<file path="src/rtl/uart_tx_pkg.sv">
// rtl/uart_tx_pkg.sv - shared state type and line levels for the UART transmit path
package uart_tx_pkg;

   typedef enum logic [2:0] {
      IDLE,
      START,
      DATA,
      PARITY,
      STOP
   } tx_state_t;

   localparam logic LINE_IDLE = 1'b1;
   localparam logic START_BIT = 1'b0;

endpackage

</file>
<file path="src/rtl/tx_bit_timer.sv">
// rtl/tx_bit_timer.sv - up-counter that wraps to zero after a programmable rollover value
module tx_bit_timer
   import uart_tx_pkg::*;
#(
   parameter int WIDTH = 8
) (
   input  logic             clk,
   input  logic             n_rst,
   input  logic             clear,
   input  logic             count_enable,
   input  logic [WIDTH-1:0] rollover_val,
   output logic [WIDTH-1:0] count,
   output logic             rollover_flag
);

   // Flag marks the enabled cycle on which the count wraps, i.e. the end of a period.
   assign rollover_flag = count_enable && (count == rollover_val);

   // Count enabled cycles, wrapping at rollover_val; clear restarts a fresh period.
   always_ff @(posedge clk or negedge n_rst) begin
      if (!n_rst) begin
         count <= '0;
      end else if (clear) begin
         count <= '0;
      end else if (rollover_flag) begin
         count <= '0;
      end else if (count_enable) begin
         count <= count + 1'b1;
      end
   end

endmodule

</file>
<file path="src/rtl/uart_tx_ctrl.sv">
// rtl/uart_tx_ctrl.sv - UART transmit controller; define UART_TX_PARITY_EN to add an even-parity bit
module uart_tx_ctrl
   import uart_tx_pkg::*;
#(
   parameter int CLKS_PER_BIT = 10,
   parameter int DATA_BITS    = 8,
   parameter int STOP_BITS    = 1
) (
   input  logic       clk,
   input  logic       n_rst,
   input  logic       fifo_empty,
   input  logic [7:0] fifo_r_data,
   output logic       fifo_r_enable,
   output logic       tx_out,
   output logic       tx_busy
);

   localparam int TICK_W = 8;
   localparam int IDX_W  = 3;
   localparam logic [TICK_W-1:0] TICK_LAST = TICK_W'(CLKS_PER_BIT - 1);
   localparam logic [IDX_W-1:0]  DATA_LAST = IDX_W'(DATA_BITS - 1);
   localparam logic [IDX_W-1:0]  STOP_LAST = IDX_W'(STOP_BITS - 1);

   tx_state_t            state;
   logic [DATA_BITS-1:0] shift;
   logic [TICK_W-1:0]    tick_cnt;
   logic [IDX_W-1:0]     bit_idx;
   logic [IDX_W-1:0]     bit_limit;
   logic                 bit_end;
   logic                 bit_cnt_en;
   logic                 bit_limit_hit;
   logic                 last_stop;
   logic                 load;
   logic                 unused_counts;
`ifdef UART_TX_PARITY_EN
   logic                 parity_bit;
`endif

   // The index counter measures data bits in DATA and stop bits in STOP.
   assign bit_limit  = (state == STOP) ? STOP_LAST : DATA_LAST;
   assign bit_cnt_en = bit_end && ((state == DATA) || (state == STOP));
   assign last_stop  = (state == STOP) && bit_limit_hit;

   // A byte is taken when idle or on the very last stop cycle, giving zero-gap frames.
   // Gated by n_rst so no pop can be issued while the block is held in reset.
   assign load          = n_rst && !fifo_empty && ((state == IDLE) || last_stop);
   assign fifo_r_enable = load;

   // The running counts themselves are not needed; only their wrap events steer the FSM.
   assign unused_counts = ^{tick_cnt, bit_idx};

   tx_bit_timer #(
      .WIDTH(TICK_W)
   ) u_clk_timer (
      .clk          (clk),
      .n_rst        (n_rst),
      .clear        (load),
      .count_enable (state != IDLE),
      .rollover_val (TICK_LAST),
      .count        (tick_cnt),
      .rollover_flag(bit_end)
   );

   tx_bit_timer #(
      .WIDTH(IDX_W)
   ) u_bit_timer (
      .clk          (clk),
      .n_rst        (n_rst),
      .clear        (load),
      .count_enable (bit_cnt_en),
      .rollover_val (bit_limit),
      .count        (bit_idx),
      .rollover_flag(bit_limit_hit)
   );

   // Frame sequencer: loads a byte, then walks start, data, optional parity and stop bits.
   always_ff @(posedge clk or negedge n_rst) begin
      if (!n_rst) begin
         state   <= IDLE;
         tx_out  <= LINE_IDLE;
         tx_busy <= 1'b0;
         shift   <= '0;
`ifdef UART_TX_PARITY_EN
         parity_bit <= 1'b0;
`endif
      end else if (load) begin
         state   <= START;
         shift   <= fifo_r_data[DATA_BITS-1:0];
         tx_out  <= START_BIT;
         tx_busy <= 1'b1;
`ifdef UART_TX_PARITY_EN
         parity_bit <= ^fifo_r_data[DATA_BITS-1:0];
`endif
      end else begin
         case (state)
            IDLE: begin
               tx_out <= LINE_IDLE;
            end
            START: begin
               if (bit_end) begin
                  state  <= DATA;
                  tx_out <= shift[0];
               end
            end
            DATA: begin
               if (bit_end) begin
                  if (bit_limit_hit) begin
`ifdef UART_TX_PARITY_EN
                     state  <= PARITY;
                     tx_out <= parity_bit;
`else
                     state  <= STOP;
                     tx_out <= LINE_IDLE;
`endif
                  end else begin
                     shift  <= shift >> 1;
                     tx_out <= shift[1];
                  end
               end
            end
`ifdef UART_TX_PARITY_EN
            PARITY: begin
               if (bit_end) begin
                  state  <= STOP;
                  tx_out <= LINE_IDLE;
               end
            end
`endif
            STOP: begin
               if (last_stop) begin
                  state   <= IDLE;
                  tx_busy <= 1'b0;
               end
            end
            default: begin
               state   <= IDLE;
               tx_out  <= LINE_IDLE;
               tx_busy <= 1'b0;
            end
         endcase
      end
   end

endmodule

</file>
<file path="config.mk">
export PLATFORM = sky130hd
export DESIGN_NAME = uart_tx_ctrl
export DESIGN_NICKNAME = d
export VERILOG_FILES = /design/src/rtl/uart_tx_pkg.sv /design/src/rtl/tx_bit_timer.sv /design/src/rtl/uart_tx_ctrl.sv
export SDC_FILE = /design/constraint.sdc
export NUM_CORES = 1
export LEC_CHECK = 0
export CAP_MARGIN = 20
export CORE_ASPECT_RATIO = 0.75
export CORE_MARGIN = 2
export CORE_UTILIZATION = 45
export CTS_CLUSTER_SIZE = 14
export DETAILED_ROUTE_END_ITERATION = 10
export PLACE_DENSITY = 0.73
export SYNTH_ARGS = -nofsm -noshare
export SYNTH_HDL_FRONTEND = slang
export SYNTH_HIERARCHICAL = 1
export SYNTH_SLANG_ARGS = --single-unit
</file>
<file path="constraint.sdc">
create_clock -name clk -period 8.4 [get_ports clk]
set_input_delay 1.26 -clock clk [delete_from_list [all_inputs] [get_ports clk]]
set_output_delay 1.26 -clock clk [all_outputs]
set_load 0.02 [all_outputs]
</file>
---- Word-level counts from Yosys, hierarchy flattened ----
Cells that the tools add are included.
word-level totals
  register bits ........................... 24
  bits of input ports ..................... 11
  bits in latches ......................... 0
  memory bits (read-only) ................. 0
  bits in writable memories ............... 0
  memories kept ........................... 0
cells by class
  divide/modulo/power cells ............... 0
  equal/unequal tests ..................... 13
  $mul .................................... 0
  reduce and logical (&&, ||, !) cells .... 20
  $add $sub $neg .......................... 2
  multiplexer cells ....................... 25
  shift-type cells ........................ 0
  bitwise logic cells ..................... 0
  magnitude comparators ................... 0
operator list
  operator                                                               count
  8-bit 2-to-1 mux                                                       7
  3-bit 2-to-1 mux                                                       9
  3-bit != test, second input constant                                   4
  3-bit case mux with 4 select lines                                     1
  3-bit nonzero test                                                     3
  8-bit by 1-bit adder with 8-bit output, second input constant          1
  8-bit by 4-bit equality test with 1-bit output, second input constant  1
  1-bit logical AND                                                      6
  1-bit 2-to-1 mux                                                       6
  2-bit != test, second input constant                                   3
  3-bit AND reduction                                                    2
  5-bit AND reduction                                                    1
  2-bit nonzero test                                                     2
  3-bit by 1-bit adder with 3-bit output, second input constant          1
  3-bit by 1-bit equality test with 1-bit output, second input constant  1
  3-bit by 2-bit equality test with 1-bit output, second input constant  1
  3-bit equality test                                                    1
  3-bit equality test, second input constant                             1
  3-bit logical NOT                                                      1
  1-bit case mux with 3 select lines                                     1
  3-bit OR reduction                                                     1
  1-bit logical OR                                                       2
  2-bit by 1-bit != test with 1-bit output, second input constant        1
  1-bit case mux with 2 select lines                                     1
  2 further kinds                                                        2

---- Logic depth before layout (Yosys ltp) ----
Gate-level depths: netlist of the first run.
  depth after elaboration ................. 9
  mapped depth ............................ 18
  depth with buffers taken out ............ 13

---- Hierarchy ----
The synthesis of the first run kept the hierarchy.
by module, submodules not included
  module                      cells each  sequential area each (µm²)  area each (µm²)  times used
  uart_tx_ctrl                84          326.6                       778.2            1
  tx_bit_timer (u_clk_timer)  52          200.2                       533.0            1
  tx_bit_timer (u_bit_timer)  22          75.1                        236.5            1

---- Worst setup path before layout of the first run ----
Ideal clock, no wire load.
  kind .................................... register to output
  from .................................... register state[0]
  to ...................................... output port fifo_r_enable
  arrival ................................. 2.546 ns
  slack ................................... 4.594 ns
  stages on the path, launching flop included .. 15
  path through ............................ dfrtp_1 clkbuf_1 or3_1 buf_4 nand2_1 nor3_4 nand2b_1 a21oi_1 buf_6 and3_2 nor2b_1 buf_2 or2_1 buf_6 clkinv_4
between the ends
  word-level cells in the longest chain between the ends .. 7
  elaborated cells on any way between the ends .. 13
  those cells by class .................... eq/ne (3); mux (1); reduce/logical (9)
RTL lines
  item                    RTL line             text
  start, declared         uart_tx_ctrl.sv:24   tx_state_t state;
  start signal, assigned  uart_tx_ctrl.sv:79   state <= IDLE;
  start signal, assigned  uart_tx_ctrl.sv:87   state <= START;
  start signal, assigned  uart_tx_ctrl.sv:101  state <= DATA;
  3-bit nonzero test      uart_tx_ctrl.sv:58   .count_enable (state != IDLE),
  1-bit logical AND       tx_bit_timer.sv:17   assign rollover_flag = count_enable && (count == rollover_val);
  via bit_end             uart_tx_ctrl.sv:29   logic bit_end;
  1-bit logical AND       uart_tx_ctrl.sv:41   assign bit_cnt_en = bit_end && ((state == DATA) || (state == STOP));
  via bit_cnt_en          uart_tx_ctrl.sv:30   logic bit_cnt_en;
  1-bit logical AND       tx_bit_timer.sv:17
  via bit_limit_hit       uart_tx_ctrl.sv:31   logic bit_limit_hit;
  1-bit logical AND       uart_tx_ctrl.sv:42   assign last_stop = (state == STOP) && bit_limit_hit;
  1-bit logical OR        uart_tx_ctrl.sv:46   assign load = n_rst && !fifo_empty && ((state == IDLE) || last_stop);
  1-bit logical AND       uart_tx_ctrl.sv:46
  end, declared           uart_tx_ctrl.sv:13   output logic fifo_r_enable,
The timed path passes the listed nets, and every way through them passes these cells.

---- Worst setup path after layout of the first run ----
Ends and elaborated chain as after synthesis.

==> results.tsv, run 1 <==
stage	metric	value	unit
sta	hold_viol	0	
clock_network	cts-root-buf	clkbuf_8	
global_routing	grt_pass1_wl	5.24	mm
hold_path	holdPathEnd	tx_out	
sta	fmax	175	MHz
global_routing	use_met2	28.7	%
synthesis	synth.distinct_cells	54	
sta	slew_violations	0	
setup_path	rrSetupSlack	4.14	ns
synthesis	synth-seq-area-share	38.9	%
cells_and_area	area_growth	13.1	%
cells_and_area	fin_nets	184	
place	hpwlAfterDp	2.20	mm
run	drv_cap	0	
power	peakVddDrop	204	uV
setup_path	cp.arrival	4.45	ns
setup_path	critPathKind	reg2out	
setup_path	end_kind	output pin	
global_routing	busiest_layer	met2	
synthesis	synth_area_leaders	dfrtp_1, xnor2_1, nand3b_1	
clock_network	clock_latency	0.27	ns
cells_and_area	layout-drive-gt1-share	10.6	%
clock_network	postCtsResizedCells	0	
power	total_power	0.000459	W
setup_path	cp_num_buf_inv	2	
setup_path	r2r_end	u_clk_timer/count[7]	
sta	post-route-period-util	67.9	%
place	gp_congestion	0.826	
clock_network	cts_tree	built	
clock_network	cts_sinks	24	
setup_path	reg2reg_depth	13	
drt	first_pass_iters	4	
setup_path	r2r_start	state[0]	
synthesis	synth_xor_xnor_area_share	10.2	%
setup_path	critPathLaunchType	flip-flop	
setup_path	crit_fanout	20	
die	rows	18	
place	io_buffers	13	
drt	wl_per_cell	15.1	um
die	core	0.00329	mm^2
synthesis	yosys.area_share.simple	24.4	%
synthesis	synthAdderAreaFrac	1.62	%
synthesis	synth_flop_cell	dfrtp_1	
synthesis	synth_largest_area_cell	dfrtp_1	
synthesis	synth_compound_area_share	17.6	%
setup_path	slowest_stage	clkdlybuf4s50_1	
die	die-height	54.8	um
die	die_x	71.7	um
global_routing	grt_max_degree	26	
die	dieArea	0.00393	mm^2
setup_path	required	7.14	ns
sta	final.min_clock_period	5.71	ns
clock_network	h-tree-depth	1	
hold_path	min_path_type	reg2reg	
hold_path	whs_path_depth	2	
synthesis	syn_area_per_cell	9.80	um^2
synthesis	ys_ff_latch	24	
run_status	status	finished, final reports clean	
sta	skew	0.00806	ns
drt	num_vias	1208	
power	power_density	262	mW/mm^2
cells_and_area	diodes	0	
die	start_util	47.1	%
global_routing	use_met1	24.1	%
drt	final_antenna_net_count	0	
global_routing	grt_usage	17.4	%
global_routing	overflow	0	
drt	routed_wl	3.17	mm
setup_path	cp_cell_sequence	or3_1 > nand2_1 > nor3_4 > nand2b_1 > a21oi_1 > and3_2 > nor2b_1 > or2_1 > clkinv_4 > clkdlybuf4s50_1	
hold_path	min_from	tx_out	
drt	vias_per_cell	5.75	
synthesis	synth_area	0.00155	mm^2
global_routing	antenna_found_initial	0	
clock_network	post-cts-setup-buffer-count	0	
sta	worstMarginPinSlew	0.909	ns
power	p_leak	0.668	nW
sta	tns	0	ns
die	io_pins	14	
clock_network	path_clk_slew	0.09	ns
global_routing	grt_pass1_vias	1105	
synthesis	synth_top_area_share	37.2	%
clock_network	clock_path_buffers	2	
clock_network	hold_buffers	0	
synthesis	synthCells	158	
drt	drt_iter0_markers	45	
sta	rsz0062_at_grt	no	
synthesis	synth-async-reset-ratio	100	%
setup_path	critPathMaxStageDelay	0.62	ns
synthesis	synth_top_family_by_area	simple AND/OR/NAND/NOR gates	
setup_path	crit_family	simple AND/OR/NAND/NOR gates	
sta	finalSetupViolations	0	
synthesis	synth_mux_area_share	0.647	%
global_routing	grt.met3_usage	4.42	%
synthesis	synth-edff-count	0	
drt	drc	0	
clock_network	cts_buffers	3	
sta	relSlewSlack	38.6	%
synthesis	yosys_warnings	6	
## state kept, by name, summed over array words and instances, names as in the netlist
name / flops
u_bit_timer/count: 3
u_clk_timer/count: 8
tx_out: 1
shift: 8
tx_busy: 1
state: 3
## cell usage in the layout, fill, tap and decap left out, types with 2 or more instances in the layout
master           instances
dfrtp_1                 23
nor3_1                  13
clkdlybuf4s50_1         13
xnor2_1                 11
o21ai_0                 10
nand2b_1                 9
nand3b_1                 9
conb_1                   8
a31oi_1                  7
xor2_1                   7
a21oi_1                  5
nand2_1                  5
nor2_1                   3
clkbuf_8                 3
nand3_1                  3
inv_1                    2
o32ai_1                  2
ha_1                     2
## report_power, final
| part | internal [W] | switching, W | leakage (nW) |
|---|---|---|---|
| Clock | 0.0000637 | 0.0000365 | 0.0357 |
| Sequential | 0.000157 | 0.0000445 | 0.284 |
| Combinational | 0.0000771 | 0.0000794 | 0.348 |
| Total | 0.000298 | 0.000160 | 0.668 |
## worst max path at each step
stage / startpoint / endpoint / slack (ns) / cells after the start
global route: state[0] / fifo_r_enable / 2.44 / 10
CTS: state[0] / fifo_r_enable / 2.76 / 10
global placement: n_rst / fifo_r_enable / 3.33 / 6
floorplan: state[0] / fifo_r_enable / 4.59 / 14
finish: state[0] / fifo_r_enable / 2.69 / 10
detailed placement: state[0] / fifo_r_enable / 3.07 / 10
## per-stage QoR
| stage | utilization, % | std cells | cell area [um^2] | hold slack (ns) | setup slack (ns) |
|---|---|---|---|---|---|
| CTS | 53.2 | 210 | 1750 | 0.538 | 2.76 |
| finish | 53.2 | 210 | 1750 | 0.534 | 2.69 |
| global route | 53.2 | 210 | 1750 | 0.553 | 2.44 |
| floorplan | - | 164 | 1570 | 0.472 | 4.59 |
| global placement | 51.1 | 206 | 1680 | 0.481 | 3.33 |
| detailed placement | 51.1 | 206 | 1680 | 0.509 | 3.07 |
## kinds of logic (layout without fill, tap and decap cells)
kind of cell	Yosys count	in the layout
xor gates and xnor gates	18	18
other	2	8
buffers and inverters	15	21
AOI/OAI and AO/OA	38	38
muxes	1	1
adders and majority gates	2	2
DFF	24	24
and+or+nand+nor	58	58
## worst reg2reg max path: cells and delay by family (launching register included)
| family | cells | cell delay [ns] |
|---|---|---|
| AND/OR/NAND/NOR | 9 | 2.59 |
| AO/OA/AOI/OAI | 2 | 0.67 |
| XOR/XNOR | 1 | 0.16 |
| buffers and inverters | 1 | 0.20 |
| flip-flops | 1 | 0.57 |
## routing by layer
layer / part of all wire [%] / vias up
li1: - / 595
met1: 48 / 582
met2: 47 / 29
met3: 4.9 / 2
met4: 0.32 / 0
met5: 0 / -
## final cells by class
cell class,instances,area [um^2]
clock inverters,1,30.0
inverters,3,16.3
clock buffers,3,41.3
fillers,285,1540
well taps,40,50.0
repair buffers,14,138
multi-input cells,125,873
flip-flops and latches,24,602
## Yosys cell counts (5+ instances only)
cell      count
a31oi_1       7
a21oi_1       5
nand3b_1      9
xnor2_1      11
nand2b_1      9
xor2_1        7
dfrtp_1      23
nand2_1       5
nor3_1       13
o21ai_0      10
(Power assumes the default switching activity.)
==> run 2: changes to the inputs <==
clock period = 5.7 ns   (was 8.4 ns; I/O delays follow)
==> results.tsv, run 2 (synthesis results as in run 1) <==
stage	metric	value	unit	change
run_status	status	finished, final reports clean		
clock_network	clock_path_buffers	2		unchanged
clock_network	cts_tree	built		
run	drv_cap	0		unchanged
setup_path	reg2reg_depth	13		unchanged
setup_path	r2r_start	state[0]		
sta	finalSetupViolations	0		unchanged
setup_path	critPathKind	reg2out		
place	gp_congestion	0.884		+7.0%
clock_network	cts_buffers	3		unchanged
power	intPower	0.000407	W	+36%
setup_path	required	4.85	ns	-2.29 ns
power	power_frac_clock	18.1	%	-3.8 points
global_routing	overflow	0		unchanged
clock_network	h-tree-depth	1		unchanged
cells_and_area	diodes	0		unchanged
hold_path	whs_path_depth	2		unchanged
clock_network	clock_latency	0.27	ns	about the same
die	core	0.00329	mm^2	unchanged
cells_and_area	final_cell_mix	dfrtp_1, nor3_1, clkdlybuf4s50_1		
cells_and_area	final_common_cell	dfrtp_1		
power	power_density	371	mW/mm^2	+41%
power	p_comb_share	35.8	%	+1.7 points
setup_path	rrSetupSlack	1.53	ns	-2.61 ns
drt	final_antenna_net_count	0		unchanged
sta	tns	0	ns	unchanged
setup_path	critPathLaunch	state[0]		
setup_path	critPathMaxStageDelay	0.62	ns	about the same
setup_path	r2r_end	u_clk_timer/count[5]		
setup_path	end_kind	output pin		
power	p_leak	0.661	nW	-1.0%
cells_and_area	multi_input_comb_area	873	um^2	unchanged
sta	post-route-period-util	91.6	%	
setup_path	cp_cell_sequence	or3_1 > nand2_1 > nor3_4 > nand2b_1 > a21oi_1 > and3_2 > nor2b_1 > or2_1 > clkinv_4 > clkdlybuf4s50_1		
global_routing	grt_pass1_wl	5.15	mm	-1.6%
clock_network	hold_buffers	0		unchanged
cells_and_area	ff_latch_area	602	um^2	unchanged
hold_path	min_path_type	reg2reg		
sta	relSlewSlack	37.9	%	-0.67 points
place	io_buffers	13		unchanged
sta	hold_viol	0		unchanged
cells_and_area	layout-drive-gt1-share	10.6	%	unchanged
drt	drt_iter0_markers	146		+220%
sta	fmax	192	MHz	
sta	finalWorstSetupSlack	0.481	ns	-2.21 ns
drt	routed_wl	3.12	mm	-1.5%
drt	num_vias	1207		-0.083%
clock_network	path_clk_slew	0.09	ns	about the same
setup_path	crit_family	simple AND/OR/NAND/NOR gates		
cells_and_area	largestRegisters	shift: 8 flops, u_clk_timer/count: 8 flops		
clock_network	post-cts-setup-buffer-count	0		unchanged
cells_and_area	fin_nets	184		unchanged
sta	skew	0.00616	ns	-0.00190 ns
cells_and_area	final_util	52.7	%	-0.49 points
sta	worstMarginPinSlew	0.919	ns	+0.00989 ns
global_routing	antenna_found_initial	0		unchanged
global_routing	grt_max_degree	26		unchanged
sta	rsz0062_at_grt	no		
global_routing	grt_pass1_vias	1094		-1.0%
die	die_x	71.7	um	unchanged
cells_and_area	fillers	299		+4.9%
sta	final.min_clock_period	5.22	ns	
power	p_seq_share	46.1	%	+2.1 points
die	dieArea	0.00393	mm^2	unchanged
clock_network	cts_sinks	24		unchanged
place	pre_cts_slack	0.829	ns	-2.24 ns
cells_and_area	area_growth	12.0	%	
hold_path	holdPathEnd	tx_out		
die	rows	18		unchanged
power	peakVddDrop	164	uV	-20%
setup_path	slowest_stage	clkdlybuf4s50_1		
drt	vias_per_cell	5.75		about the same
setup_path	crit_fanout	20		unchanged
power	p_sw_share	36.7	%	+1.7 points
place	hpwlAfterDp	2.24	mm	+1.5%
clock_network	cts-root-buf	clkbuf_8		
setup_path	cp.arrival	4.36	ns	-0.09 ns
hold_path	min_from	tx_out		
power	switching_power	0.000236	W	+47%
setup_path	critPathLaunchType	flip-flop		
die	start_util	47.1	%	unchanged
clock_network	postCtsResizedCells	0		unchanged
sta	slew_violations	0		unchanged
setup_path	cp_num_buf_inv	2		unchanged
drt	wl_per_cell	14.9	um	-1.5%
drt	drc	0		unchanged
global_routing	grt_usage	17.4	%	-0.088 points
die	io_pins	14		unchanged
die	die-height	54.8	um	unchanged
drt	first_pass_iters	4		unchanged
-- run 2: cell types whose count changed in the layout (fill, tap and decap cells not counted) --
cell	before	now
clkbuf_8	3	4
bufinv_16	1	0
-- run 2: worst reg2reg max path, cell delays in order, from the launching register on --
cell and delay, ns:
dfrtp_1 0.57, or3_1 0.33, nand2_1 0.19, nor3_4 0.50
nand2b_1 0.10, a21oi_1 0.47, and3_2 0.49, nor2b_1 0.19
or2_1 0.41, clkinv_4 0.21, o211a_1 0.21, nand4_1 0.13
xor2_1 0.16, nor3_1 0.12
-- run 2: worst max path at each step --
| stage | to | cells after the start |
|---|---|---|
| after floorplan | fifo_r_enable | 14 |
| after global placement | fifo_r_enable | 10 |
| after detailed placement | fifo_r_enable | 10 |
| after CTS | fifo_r_enable | 10 |
| after global routing | fifo_r_enable | 10 |
| final | fifo_r_enable | 10 |
-- run 2: final cells by class --
cell class,instances,share of cell area [%]
Clock buffer,4,3.17
Inverter,3,0.938
Multi-Input combinational cell,125,50.4
Sequential cell,24,34.7
Tap cell,40,2.89
Timing Repair Buffer,14,7.94
-- run 2: through the flow --
stage               instance area [um^2]  total power [W]  cells  hold slack [ns]
floorplan                           1570         0.000465    164            0.472
CTS                                 1730         0.000644    210            0.500
global route                        1730         0.000686    210            0.534
global placement                    1680         0.000516    206            0.485
finish                              1730         0.000643    210            0.497
detailed placement                  1680         0.000527    206            0.488
-- run 2: layer usage --
| metal | vias to the layer above | part of all wire (%) | global-route usage (%) |
|---|---|---|---|
| met5 | - | 0 | 0 |
| met4 | 0 | 0.67 | 3.77 |
| met1 | 586 | 49 | 25.0 |
| li1 | 594 | - | - |
| met2 | 23 | 46 | 26.9 |
| met3 | 4 | 4.4 | 3.87 |
-- run 2: power by group through the flow --
| stage | clock network (W) | registers (W) | logic, W |
|---|---|---|---|
| after floorplan | 0 | 0.000282 | 0.000182 |
| after global placement | 0 | 0.000296 | 0.000220 |
| after detailed placement | 0 | 0.000298 | 0.000229 |
| after CTS | 0.000117 | 0.000295 | 0.000231 |
| after global routing | 0.000124 | 0.000306 | 0.000256 |
| final | 0.000116 | 0.000296 | 0.000230 |
